## src/rtl/core_sim_pkg.sv

```systemverilog
// Shared encodings for the Core run controller: FSM states, run modes, halt causes.
package core_sim_pkg;

  typedef enum logic [2:0] {
    ST_RSTSEQ,
    ST_IDLE,
    ST_RUN,
    ST_STEP,
    ST_DUMP,
    ST_HALT
  } state_t;

  typedef enum logic [1:0] {
    MODE_FREE   = 2'd0,
    MODE_STEP   = 2'd1,
    MODE_BUDGET = 2'd2,
    MODE_RSVD   = 2'd3
  } mode_t;

  typedef enum logic [1:0] {
    CAUSE_NONE   = 2'd0,
    CAUSE_BREAK  = 2'd1,
    CAUSE_BUDGET = 2'd2,
    CAUSE_STOP   = 2'd3
  } cause_t;

endpackage

```

## src/rtl/step_edge_sync.sv

```systemverilog
// Two-flop synchroniser for the asynchronous step button, with a rising-edge strobe
// taken from the synchronised level.
module step_edge_sync (
  input  logic clk,
  input  logic rst,
  input  logic din,
  output logic rise
);

  // sh[0], sh[1] form the synchroniser; sh[2] is the previous synchronised level
  logic [2:0] sh;

  always_ff @(posedge clk) begin
    if (rst) sh <= '0;
    else     sh <= {sh[1:0], din};
  end

  assign rise = sh[1] & ~sh[2];

endmodule

```

## src/rtl/core_run_ctrl.sv

```systemverilog
// Run controller for Core: reset sequencing, free-run / single-step / budget execution,
// halt detection and a post-halt register dump through Core's debug port.
//
//  state  | meaning
//  RSTSEQ | core_aresetn held low for RST_CYCLES cycles
//  IDLE   | core out of reset, waiting for start
//  RUN    | free run (FREE or BUDGET), counting cycles and retires
//  STEP   | one core_step pulse per synchronised step_req edge
//  DUMP   | scanning register file, one address per cycle
//  HALT   | dump complete, waiting for start or restart
module core_run_ctrl
  import core_sim_pkg::*;
#(
  parameter int RST_CYCLES = 2,
  parameter int XLEN       = 64,
  parameter int CNT_W      = 32,
  parameter int NUM_REGS   = 32,
  parameter int RADDR_W    = 5
) (
  input  logic               clk,
  input  logic               rst,
  input  logic               start,
  input  logic               restart,
  input  logic               stop,
  input  logic [1:0]         mode,
  input  logic [CNT_W-1:0]   cycle_budget,
  input  logic               break_en,
  input  logic [XLEN-1:0]    break_pc,
  input  logic               step_req,
  input  logic               retire_valid,
  input  logic [XLEN-1:0]    retire_pc,
  input  logic [XLEN-1:0]    debug_reg_data,
  output logic               core_aresetn,
  output logic               core_step,
  output logic               core_debug_mode,
  output logic [RADDR_W-1:0] debug_reg_addr,
  output logic               dump_valid,
  output logic [RADDR_W-1:0] dump_idx,
  output logic [XLEN-1:0]    dump_data,
  output logic               busy,
  output logic               halted,
  output logic [1:0]         halt_cause,
  output logic [CNT_W-1:0]   cycle_count,
  output logic [CNT_W-1:0]   retire_count
);

  localparam int RC_W = (RST_CYCLES > 1) ? $clog2(RST_CYCLES) : 1;
  localparam logic [RC_W-1:0] RC_INIT = RC_W'(RST_CYCLES - 1);
  localparam logic [RADDR_W-1:0] LAST_ADDR = RADDR_W'(NUM_REGS - 1);

  state_t state, state_nxt;
  mode_t run_mode;
  cause_t halt_sel;
  logic [RC_W-1:0] rst_cnt;
  logic [CNT_W-1:0] budget_rem;
  logic [XLEN-1:0] break_pc_q;
  logic step_edge, start_ok, budget_zero, active, step_fire;
  logic hit_break, hit_budget, halt_now, last_addr;

  function automatic logic [CNT_W-1:0] sat_inc(input logic [CNT_W-1:0] v);
    return (&v) ? v : v + CNT_W'(1);
  endfunction

  step_edge_sync u_step_sync (
    .clk  (clk),
    .rst  (rst),
    .din  (step_req),
    .rise (step_edge)
  );

  assign start_ok    = start & ((state == ST_IDLE) | (state == ST_HALT));
  assign budget_zero = (mode == MODE_BUDGET) & (cycle_budget == '0);
  assign active      = (state == ST_RUN) | (state == ST_STEP);
  assign step_fire   = (state == ST_STEP) & step_edge;
  assign hit_break   = retire_valid & break_en & (retire_pc == break_pc_q);
  // budget_rem is a down-counter: reaching 1 means this RUN cycle exhausts the budget
  assign hit_budget  = (state == ST_RUN) & (run_mode == MODE_BUDGET) & (budget_rem == CNT_W'(1));
  assign halt_now    = active & (hit_break | hit_budget | stop);
  assign last_addr   = (debug_reg_addr == LAST_ADDR);

  always_comb begin
    halt_sel = CAUSE_STOP;
    if (hit_break)       halt_sel = CAUSE_BREAK;
    else if (hit_budget) halt_sel = CAUSE_BUDGET;
  end

  always_ff @(posedge clk) begin
    if (rst) state <= ST_RSTSEQ;
    else     state <= state_nxt;
  end

  always_comb begin
    state_nxt = state;
    if (restart) begin
      state_nxt = ST_RSTSEQ;
    end else begin
      case (state)
        ST_RSTSEQ: if (rst_cnt == '0) state_nxt = ST_IDLE;
        ST_IDLE, ST_HALT: begin
          if (start) begin
            if (budget_zero)             state_nxt = ST_DUMP;
            else if (mode == MODE_STEP)  state_nxt = ST_STEP;
            else                         state_nxt = ST_RUN;
          end
        end
        ST_RUN, ST_STEP: if (halt_now) state_nxt = ST_DUMP;
        ST_DUMP: if (last_addr) state_nxt = ST_HALT;
        default: state_nxt = ST_RSTSEQ;
      endcase
    end
  end

  always_comb begin
    core_aresetn    = (state != ST_RSTSEQ);
    core_debug_mode = (state == ST_RUN);
    busy            = active | (state == ST_DUMP);
    halted          = (state == ST_HALT);
  end

  always_ff @(posedge clk) begin
    if (rst) begin
      rst_cnt        <= RC_INIT;
      run_mode       <= MODE_FREE;
      budget_rem     <= '0;
      break_pc_q     <= '0;
      halt_cause     <= CAUSE_NONE;
      cycle_count    <= '0;
      retire_count   <= '0;
      core_step      <= 1'b0;
      debug_reg_addr <= '0;
      dump_valid     <= 1'b0;
      dump_idx       <= '0;
      dump_data      <= '0;
    end else begin
      core_step  <= step_fire & ~restart;
      dump_valid <= (state == ST_DUMP) & ~restart;
      dump_idx   <= debug_reg_addr;
      if (state == ST_DUMP) dump_data <= debug_reg_data;

      if (restart) begin
        rst_cnt        <= RC_INIT;
        halt_cause     <= CAUSE_NONE;
        cycle_count    <= '0;
        retire_count   <= '0;
        debug_reg_addr <= '0;
      end else begin
        if ((state == ST_RSTSEQ) && (rst_cnt != '0)) rst_cnt <= rst_cnt - RC_W'(1);

        if (start_ok) begin
          cycle_count  <= '0;
          retire_count <= '0;
          budget_rem   <= cycle_budget;
          break_pc_q   <= break_pc;
          run_mode     <= (mode == MODE_RSVD) ? MODE_FREE : mode_t'(mode);
          halt_cause   <= budget_zero ? CAUSE_BUDGET : CAUSE_NONE;
        end

        if (active) begin
          if ((state == ST_RUN) || step_fire) cycle_count <= sat_inc(cycle_count);
          if (retire_valid) retire_count <= sat_inc(retire_count);
          if ((state == ST_RUN) && (budget_rem != '0)) budget_rem <= budget_rem - CNT_W'(1);
          if (halt_now) halt_cause <= halt_sel;
        end

        if (state == ST_DUMP) debug_reg_addr <= last_addr ? '0 : debug_reg_addr + RADDR_W'(1);
      end
    end
  end

endmodule

```

## config.mk

```make
export PLATFORM = sky130hd
export DESIGN_NAME = core_run_ctrl
export DESIGN_NICKNAME = d
export VERILOG_FILES = /design/src/rtl/core_sim_pkg.sv /design/src/rtl/step_edge_sync.sv /design/src/rtl/core_run_ctrl.sv
export SDC_FILE = /design/constraint.sdc
export NUM_CORES = 1
export LEC_CHECK = 0
export CAP_MARGIN = 5
export CORE_MARGIN = 1
export CORE_UTILIZATION = 40
export CTS_CLUSTER_SIZE = 14
export DETAILED_ROUTE_END_ITERATION = 10
export HOLD_SLACK_MARGIN = 0.02
export MAX_ROUTING_LAYER = met4
export PLACE_DENSITY = 0.8
export SLEW_MARGIN = 0
export SYNTH_ARGS = -nofsm -noshare
export SYNTH_HDL_FRONTEND = slang
export SYNTH_HIERARCHICAL = 1
export SYNTH_SLANG_ARGS = --single-unit
export TNS_END_PERCENT = 5
```

## constraint.sdc

```tcl
create_clock -name clk -period 3 [get_ports clk]
set_input_delay 0.3 -clock clk [delete_from_list [all_inputs] [get_ports clk]]
set_output_delay 0.3 -clock clk [all_outputs]
set_load 0.1 [all_outputs]
```

---- Word level (Yosys, flattened, before mapping) ----
Cells that the tools add are included.
word-level totals
  flip-flop bits (word level) ............. 247
  latch bits .............................. 0
  memory bits (writable) .................. 0
  ROM bits ................................ 0
  input bits .............................. 234
  output and inout bits ................... 146
  word-level logic and storage cells ...... 95
  memories ................................ 0
operators by class
  add/sub/neg operators ................... 5
  multiply operators ...................... 0
  div/mod/pow operators ................... 0
  magnitude comparators ................... 0
  eq/ne operators ......................... 18
  shifts and indexed selects .............. 0
  mux-type cells .......................... 26
  bitwise logic cells ..................... 18
  reductions and logical operators ........ 14
operator list
  cell                                                  count
  2-to-1 mux 32 bit                                     11
  adder 32 x 1 -> 32 bit, second input constant         2
  equality test 64 bit                                  1
  AND reduction 32 bit                                  2
  equality test 32 x 1 -> 1 bit, second input constant  1
  zero test 32 bit                                      1
  nonzero test 32 bit                                   1
  subtractor 32 x 1 -> 32 bit, second input constant    1
  2-to-1 mux 3 bit                                      5
  2-to-1 mux 2 bit                                      6
  one-hot mux 3 bit (4 select lines)                    1
  AND 1 bit                                             11
  != test 2 bit, second input constant                  4
  equality test 2 bit, second input constant            3
  equality test 3 x 2 -> 1 bit, second input constant   2
  equality test 3 bit, second input constant            2
  != test 3 bit, second input constant                  2
  OR reduction 2 bit                                    3
  adder 5 x 1 -> 5 bit, second input constant           1
  equality test 5 bit, second input constant            1
  2-to-1 mux 5 bit                                      1
  bitwise OR 1 bit                                      5
  AND reduction 4 bit                                   1
  equality test 3 x 1 -> 1 bit, second input constant   1
  9 further kinds                                       12

---- Depth between registers and ports, before layout ----
Gate-level depths: netlist of the first run.
  word-level depth ........................ 8
  mapped depth ............................ 9
  depth with buffers taken out ............ 7

---- By module ----
Netlist of the first run, hierarchy kept.
by module, submodules not included
  module          instances  cells each  area an instance (um^2)  seq. area each (um^2)
  core_run_ctrl   1          1467        11522.3                  4884.7
  step_edge_sync  1          7           87.6                     60.1

---- Least setup slack after synthesis of the first run ----
OpenSTA, ideal clock, no wires.
  kind .................................... flip-flop to flip-flop
  from .................................... register cycle_count[0]
  to ...................................... register cycle_count[1]
  setup time .............................. 0.128 ns
  arrival time ............................ 2.902 ns
  setup slack ............................. -0.030 ns
  stages on the path, launching flop included .. 10
  buffers on the path ..................... 2
  path through ............................ dfxtp_1 -> ha_1 -> nand4_1 -> nor4_4 -> nand4_2 -> and2_1 -> buf_2 -> buf_6 -> a22oi_1 -> nor2_1
on the way
  word-level cells in the longest chain between the ends .. 4
ends and longest elaborated chain
  what                    line                  source
  start, declared         core_run_ctrl.sv:43   output logic [CNT_W-1:0] cycle_count,
  start signal, assigned  core_run_ctrl.sv:159  if ((state == ST_RUN) || step_fire) cycle_count <= sat_inc(cycle_count);
  adder 32 x 1 -> 32 bit  core_run_ctrl.sv:61   return (&v) ? v : v + CNT_W'(1);
  2-to-1 mux 32 bit       core_run_ctrl.sv:61
  2-to-1 mux 32 bit       core_run_ctrl.sv:159
  2-to-1 mux 32 bit       core_run_ctrl.sv:158  if (active) begin
Several ways; a longest one is shown, not always the timed one. The select of a mux whose other input is x is not followed.
A chain may end at the register's enable or synchronous reset.

---- Final worst setup path of the first run ----
  from .................................... register state[1]
  to ...................................... output port core_debug_mode
on the way
  word-level cells in the longest chain between the ends .. 1
ends and longest elaborated chain
  what                          line                  source
  start, declared               core_run_ctrl.sv:51   state_t state, state_nxt;
  start signal, assigned        core_run_ctrl.sv:89   else state <= state_nxt;
  equality test 3 x 2 -> 1 bit  core_run_ctrl.sv:115  core_debug_mode = (state == ST_RUN);
  end, declared                 core_run_ctrl.sv:35   output logic core_debug_mode,
No other way between the ends.

==> out/metrics.cfg, run 1 <==
[place]
gp_congestion=0.999
dp_hpwl_um=28600
placed_cells=2176
pre_cts_ws_ns=0.430
post_dp_cell_area_mm2=0.0155
io_buffers=379

[drt]
ant_nets=0
post_drt_wl_per_cell_um=17.8
drt-initial-drc-count=1082
via_count=12456
wl_um=39800
drc=0
dr.pass1.iters=6
vias_per_cell=5.58

[logic_synthesis]
async_flop_share_pct=0
ys_ff_latch=247
seq_area_frac_synth_pct=42.6
synthDistinctLibCells=77
synth_flop_cell=dfxtp_1
yosysWarnings=6
syn_area_per_cell_um2=7.88
synth_nets=1715
synth-edff-count=0
syn-cell-area_mm2=0.0116
synthCells=1474

[global_routing]
grt_start_max_net_pins=80
grtUsageMet2_pct=40.8
gr-usage-met3_pct=4.92
antenna_found_initial=2
met1_usage_pct=32.7
grt_pass1_wl_um=59700
grt_overflow=0
track_usage_pct=25.8
grt_pass1_vias=11443
top_usage_layer=met2

[power_and_ir_drop]
peakVddDrop_mv=0.457
p_leak_nw=5.90
cellPowerDensity_mw_per_mm2=472
p_total_mw=7.76

[sta]
final.setup.worst_slack_ns=0.332
slew_headroom_pct=32.2
fmax_ghz=0.375
hold_ws_ns=0.160
finalHoldViolations=0
drv_slew=0
post-route-period-util_pct=88.9
rsz0062_at_grt=false
period_needed_ns=2.67
fin_skew_ns=0.0122
finalSetupViolations=0
setup_tns_ns=0
worstMarginPinSlew_ns=1.01

[layout]
area.growth.synth_to_final_pct=41.7
fillers=2520
layout_commonest_cell=nand2_1
fin_nets=2064
stdcell_area_mm2=0.0165
fin_util_pct=57.5
drive_gt1_share_pct=12.5
fin_cells=2231
layout_common_cells=nand2_1, clkdlybuf4s50_1, dfxtp_1

[cts]
ctsRootBufferMaster=clkbuf_16
cts.sinks=247
cts_tree=yes
path_clk_slew_ns=0.06
cts_resized=0
cts.hold.buffers_added=0
cts_setup_buffers=0
clock_latency_ns=0.54
clk_path_buf_depth=3
numCtsBuffers=29
cts_max_level=1

[floorplanning]
die_w_um=172
ios=380
rows=62
dieArea_mm2=0.0297
start_util_pct=40.6
dieHeight_um=172
fp.coreArea_mm2=0.0286

[status]
status=complete, no violations

[critical_path]
startpoint_type=register
worstPathMaxFanout=14
cpPeakStageDelay_ns=0.61
crit_type=register to output port
cpMaxStageDelayCell=or3b_1
path_cells=or3b_1, inv_1, buf_4
cp_data_required_time_ns=2.70
endpoint_kind=output port
cp_data_arrival_time_ns=2.37
r2r_slack_ns=0.43

[run]
drv_cap=0

[min_path]
min_path_type=input port to register

## layer usage
layer  share of wire (%)  routed length [µm]
met2                  47               18800
met3                 8.0                3190
met4                 3.3                1320
met1                  41               16500
met5                   0                   0
## path summary, 6_finish.rpt
kind | end | depth (start not counted) | start
setup / recovery | core_debug_mode | 3 | state[1]
hold / removal | budget_rem[22] | 2 | rst
setup reg to reg | halt_cause[1] | 6 | state[1]
hold reg to reg | rst_cnt | 2 | rst_cnt
## final cells by class
type	count	area, µm²	area share (%)
Clock buffer	43	888	5.40
Sequential cell	247	4950	30.1
Tap cell	384	480	2.92
Clock inverter	10	110	0.669
Inverter	35	131	0.798
Antenna cell	2	5.00	0.0304
Multi-Input combinational cell	1109	6200	37.7
Timing Repair Buffer	401	3700	22.5
## Yosys cell counts, types with 4 or more instances
cell type / n / area, µm²
buf_1: 10 / 37.5
a31oi_1: 30 / 188
ha_1: 7 / 87.6
and4_1: 14 / 123
or4_1: 5 / 37.5
and3_1: 15 / 93.8
or3_1: 19 / 119
nor3_1: 29 / 145
clkbuf_1: 65 / 244
inv_1: 35 / 131
o32ai_1: 7 / 61.3
o22ai_1: 8 / 50.1
xnor2_1: 30 / 263
nor2b_1: 10 / 62.6
a41oi_1: 6 / 52.6
o21ai_0: 32 / 160
o211ai_1: 11 / 82.6
nor3b_1: 4 / 30.0
buf_6: 4 / 45.0
nand4_1: 31 / 194
a311oi_1: 6 / 52.6
a32oi_1: 7 / 61.3
nand2_1: 340 / 1280
dfxtp_1: 247 / 4940
and2_1: 6 / 37.5
nand3_1: 43 / 215
a21oi_1: 191 / 956
mux2_2: 6 / 67.6
nor4_1: 29 / 181
a22oi_1: 12 / 90.1
nor2_1: 89 / 334
a21o_1: 7 / 52.6
nand2b_1: 7 / 43.8
xor2_1: 34 / 298
## sequential cells by signal (all words and copies together), names as in the netlist
| register | count |
|---|---|
| break_pc_q | 64 |
| dump_data | 64 |
| budget_rem | 32 |
| cycle_count | 32 |
| retire_count | 32 |
| debug_reg_addr | 5 |
| dump_idx | 5 |
| state | 3 |
| u_step_sync/sh | 3 |
| halt_cause | 2 |
| run_mode | 2 |
| core_step | 1 |
| dump_valid | 1 |
| rst_cnt | 1 |
## kinds of logic after synthesis
kind of cell               share of synthesized area, %
AOI/OAI and AO/OA                                  18.7
and+or+nand+nor                                    28.3
muxes                                             0.668
buffers and inverters                              4.14
DFF                                                42.6
xor gates and xnor gates                           4.83
adders and majority gates                         0.754
## worst max-delay path: cells and delay by family, from the launching register on
| family | cells | cell delay (ns) |
|---|---|---|
| buf+inv | 2 | 0.66 |
| simple gates | 1 | 0.61 |
| flops | 1 | 0.56 |
## where the power goes
part | internal (mW) | switching [mW] | total [mW]
combinational | 0.407 | 0.406 | 0.813
sequential | 3.31 | 0.0230 | 3.33
clock | 2.21 | 1.41 | 3.62
total | 5.92 | 1.84 | 7.76
(Power assumes the default switching activity.)
==> run 2: changes to the inputs <==
--- a/config.mk
+++ b/config.mk
@@ -6,7 +6,7 @@
 export NUM_CORES = 1
 export LEC_CHECK = 0
 export CAP_MARGIN = 5
-export CORE_MARGIN = 1
+export CORE_MARGIN = 2
 export CORE_UTILIZATION = 40
 export CTS_CLUSTER_SIZE = 14
 export DETAILED_ROUTE_END_ITERATION = 10
==> out/metrics.cfg, run 2 (same netlist as run 1, synthesis figures left out) <==
[critical_path]
worstPathMaxFanout=14
cp_data_required_time_ns=2.70
cpPeakStageDelay_ns=0.60
cp_top_family=buffers and inverters
path_cells=or3b_1, inv_1, buf_4
cpMaxStageDelayCell=or3b_1
endpoint_kind=output port
worst-path-buf-inv=2
crit_type=register to output port
startpoint_type=register
cp_data_arrival_time_ns=2.37

[cts]
clock_latency_ns=0.54
cts_tree=yes
ctsRootBufferMaster=clkbuf_16
cts.sinks=247
cts_max_level=1
numCtsBuffers=28
path_clk_slew_ns=0.06
clk_path_buf_depth=3
cts.hold.buffers_added=0
cts_setup_buffers=0
cts_resized=0

[power_and_ir_drop]
switching_share_pct=24.0
peakVddDrop_mv=0.348
cellPowerDensity_mw_per_mm2=464
p_leak_nw=5.89
p_comb_share_pct=10.7
p_sw_mw=1.83
p_int_mw=5.80
clockPowerShare_pct=45.7
seqPwrFrac_pct=43.6

[layout]
reg.largest.list=break_pc_q: 64 flops, dump_data: 64 flops
fin_nets=2064
fin_cells=2231
drive_gt1_share_pct=12.0
layout_commonest_cell=nand2_1
area.growth.synth_to_final_pct=41.6
layout_common_cells=nand2_1, clkdlybuf4s50_1, dfxtp_1
fillers=2584

[sta]
final.setup.worst_slack_ns=0.328
fin_skew_ns=0.0105
finalSetupViolations=0
period_needed_ns=2.67
slew_headroom_pct=33.1
finalHoldViolations=0
fmax_ghz=0.374
post-route-period-util_pct=89.1
drv_slew=0
rsz0062_at_grt=false
setup_tns_ns=0
hold_ws_ns=0.180
worstMarginPinSlew_ns=1.00

[drt]
drc=0
dr.pass1.iters=6
via_count=12511
drt-initial-drc-count=1171
ant_nets=0
post_drt_wl_per_cell_um=18.2
vias_per_cell=5.61
wl_um=40700

[global_routing]
grt_pass1_wl_um=63000
track_usage_pct=26.1
grt_start_max_net_pins=77
grt_overflow=0
grt_pass1_vias=11635
antenna_found_initial=2

[floorplanning]
die_w_um=174
ios=380
start_util_pct=40.6
dieArea_mm2=0.0304
rows=62
fp.coreArea_mm2=0.0286
dieHeight_um=174

[place]
dp_hpwl_um=29600
io_buffers=379
placed_cells=2177
gp_congestion=0.982
pre_cts_ws_ns=0.459

[min_path]
min_path_type=input port to register

[run]
drv_cap=0

[status]
status=complete, no violations

run 2: changes by cell type in the layout (fill, tap and decap cells not counted):
cell             previous run  this run
buf_4                     139       134
clkbuf_1                    3         8
clkbuf_8                   11         6
clkdlybuf4s50_1           259       263
clkinvlp_4                  4         0
buf_12                      3         5
clkinv_2                    4         6
inv_6                       0         1
run 2: final cells by class:
| cell class | instances | area [µm²] | area share [%] |
|---|---|---|---|
| Clock buffer | 43 | 838 | 5.10 |
| Timing Repair Buffer | 402 | 3740 | 22.7 |
| Clock inverter | 9 | 98.8 | 0.601 |
| Sequential cell | 247 | 4950 | 30.1 |
| Inverter | 35 | 131 | 0.799 |
| Tap cell | 384 | 480 | 2.92 |
| Multi-Input combinational cell | 1109 | 6200 | 37.7 |
| Antenna cell | 2 | 5.00 | 0.0304 |
run 2: power by group through the flow:
stage / logic, mW / registers, mW / clock network [mW]
global placement: 0.798 / 3.40 / 0
global route: 0.865 / 3.33 / 3.70
floorplan: 0.309 / 3.44 / 0
CTS: 0.806 / 3.33 / 3.55
detailed placement: 0.801 / 3.40 / 0
finish: 0.815 / 3.33 / 3.49
run 2: path summary, 6_finish.rpt:
check	depth (start not counted)	slack [ns]	endpoint	from
max	3	0.33	core_debug_mode	state[1]
min	2	0.18	u_step_sync/sh[0]	rst
max reg2reg	6	0.40	halt_cause[1]	state[1]
min reg2reg	2	0.45	dump_data[45]	dump_data[45]
run 2: through the flow:
stage	cell area [µm²]	total power [mW]	util, %
2_1_floorplan	11600	3.75	-
3_3_place_gp	15500	4.20	54.1
3_5_place_dp	15500	4.20	54.1
4_1_cts	16400	7.69	57.4
5_1_grt	16400	7.89	57.4
6_report	16400	7.64	57.4
run 2: layer usage:
layer	vias up	global-route usage (%)	wire, µm
met5	-	-	0
met4	0	7.91	1330
met3	77	4.29	3100
met2	553	41.8	19500
met1	5948	33.8	16800
li1	5933	-	-
==> run 3: changes to the inputs <==
--- a/config.mk
+++ b/config.mk
@@ -10,6 +10,7 @@
 export CORE_UTILIZATION = 40
 export CTS_CLUSTER_SIZE = 14
 export DETAILED_ROUTE_END_ITERATION = 10
+export GPL_TIMING_DRIVEN = 0
 export HOLD_SLACK_MARGIN = 0.02
 export MAX_ROUTING_LAYER = met4
 export PLACE_DENSITY = 0.8
==> out/metrics.cfg, run 3 (same netlist as run 1, synthesis figures left out) <==
[status]
status=complete, no violations

[sta]
fmax_ghz=0.335
period_needed_ns=2.99
drv_slew=0
final.setup.worst_slack_ns=0.0141
finalSetupViolations=0
worstMarginPinSlew_ns=1.36
slew_headroom_pct=8.31
post-route-period-util_pct=99.5
rsz0062_at_grt=false
fin_skew_ns=0.00789
finalHoldViolations=0

[drt]
dr.pass1.iters=6
post_drt_wl_per_cell_um=19.6
drt-initial-drc-count=1269
via_count=12911
drc=0
vias_per_cell=5.65
wl_um=44800
ant_nets=0

[cts]
cts.hold.buffers_added=0
cts.sinks=247
ctsRootBufferMaster=clkbuf_16
cts_tree=yes
path_clk_slew_ns=0.06
cts_setup_buffers=0
clk_path_buf_depth=3
cts_max_level=1
clock_latency_ns=0.54
numCtsBuffers=27

[critical_path]
startpoint_type=register
setup.worst_path.end=state[1]
worstPathMaxFanout=5
crit_type=register to register
crit_start=break_pc_q[7]
endpoint_kind=register
r2r_slack_ns=0.01
cp_data_arrival_time_ns=3.35
rr_worst_depth=5
cp_data_required_time_ns=3.37
r2r-end=state[1]
r2r_start=break_pc_q[7]

[global_routing]
grt_overflow=0
grt_start_max_net_pins=20
antenna_found_initial=3
grt_pass1_vias=12412
grt_pass1_wl_um=68200
track_usage_pct=29.1

[layout]
fillers=2546
stdcell_area_mm2=0.0168
drive_gt1_share_pct=4.47
layout_common_cells=clkdlybuf4s50_1, nand2_1, dfxtp_1
fin_nets=2122
reg.largest.list=break_pc_q: 64 flops, dump_data: 64 flops
area.growth.synth_to_final_pct=44.6
layout_commonest_cell=clkdlybuf4s50_1

[floorplanning]
dieHeight_um=174
start_util_pct=40.6
dieArea_mm2=0.0304
ios=380
die_w_um=174
fp.coreArea_mm2=0.0286
rows=62

[run]
drv_cap=0

[power_and_ir_drop]
cellPowerDensity_mw_per_mm2=451
peakVddDrop_mv=0.457
p_leak_nw=5.65

[place]
gp_congestion=0.949
pre_cts_ws_ns=-0.323
post_dp_cell_area_mm2=0.0159
dp_hpwl_um=34100
io_buffers=379

[min_path]
min_path_type=input port to register

## run 3: cell types whose count changed in the layout (fill, tap and decap cells not counted), sizes merged
cell	delta
buf	-121
clkbuf	+63
clkdlybuf4s15	+2
clkdlybuf4s50	+112
clkinv	-4
clkinvlp	+1
diode	+1
dlymetal6s2s	+2
## run 3: worst max-delay path, cell delays in order (launching register included)
cell,delay (ns)
dfxtp_1,0.38
xor2_1,0.19
nor4_1,0.65
nand4_1,0.20
nor4_1,1.16
o21ai_0,0.24
## run 3: final cells by class
| type | count | area [µm²] | area share, % |
|---|---|---|---|
| diodes | 3 | 7.51 | 0.0447 |
| plain buffers | 82 | 345 | 2.06 |
| clock buffers | 42 | 802 | 4.78 |
| clock inverters | 6 | 86.3 | 0.514 |
| inverters | 35 | 131 | 0.783 |
| multi-input cells | 1109 | 6190 | 36.9 |
| flip-flops and latches | 247 | 4950 | 29.5 |
| well taps | 384 | 480 | 2.86 |
| repair buffers | 379 | 3800 | 22.6 |
## run 3: how the worst min path moves through the flow
stage,startpoint,endpoint,slack (ns),cells past startpoint
2_1_floorplan,rst,u_step_sync/sh[0],0.37,1
3_3_place_gp,rst_cnt,rst_cnt,0.43,2
3_5_place_dp,dump_data[29],dump_data[29],0.45,2
4_1_cts,debug_reg_data[29],dump_data[29],0.27,3
5_1_grt,debug_reg_data[43],dump_data[43],0.29,3
6_report,debug_reg_data[15],dump_data[15],0.29,3
## run 3: timing repair
action,4_1_cts,5_1_grt
resized for setup,6,3
pin swaps,0,0
setup endpoints to repair,2,3
## run 3: per-layer routing
metal,part of all wire [%],vias up,GRT usage (%)
met5,0,-,-
li1,-,6059,-
met1,40,6065,36.6
met4,4.6,0,12.5
met3,9.0,128,6.08
met2,46,659,45.1
## run 3: report_power, final
part / internal [mW] / switching (mW)
Combinational: 0.412 / 0.447
Sequential: 3.30 / 0.0222
Clock: 2.00 / 1.40
Total: 5.71 / 1.86
## run 3: stage by stage
step                utilization (%)  hold slack (ns)  power, mW  TNS (ns)  instances
finish                         58.7            0.295       7.58         0       2287
global route                   58.7            0.287       7.80         0       2287
CTS                            58.6            0.274       7.60   -0.0428       2284
detailed placement             55.5            0.447       4.24     -1.02       2237
global placement               55.5            0.434       4.24     -1.06       2237
floorplan                         -            0.372       3.75         0       1474
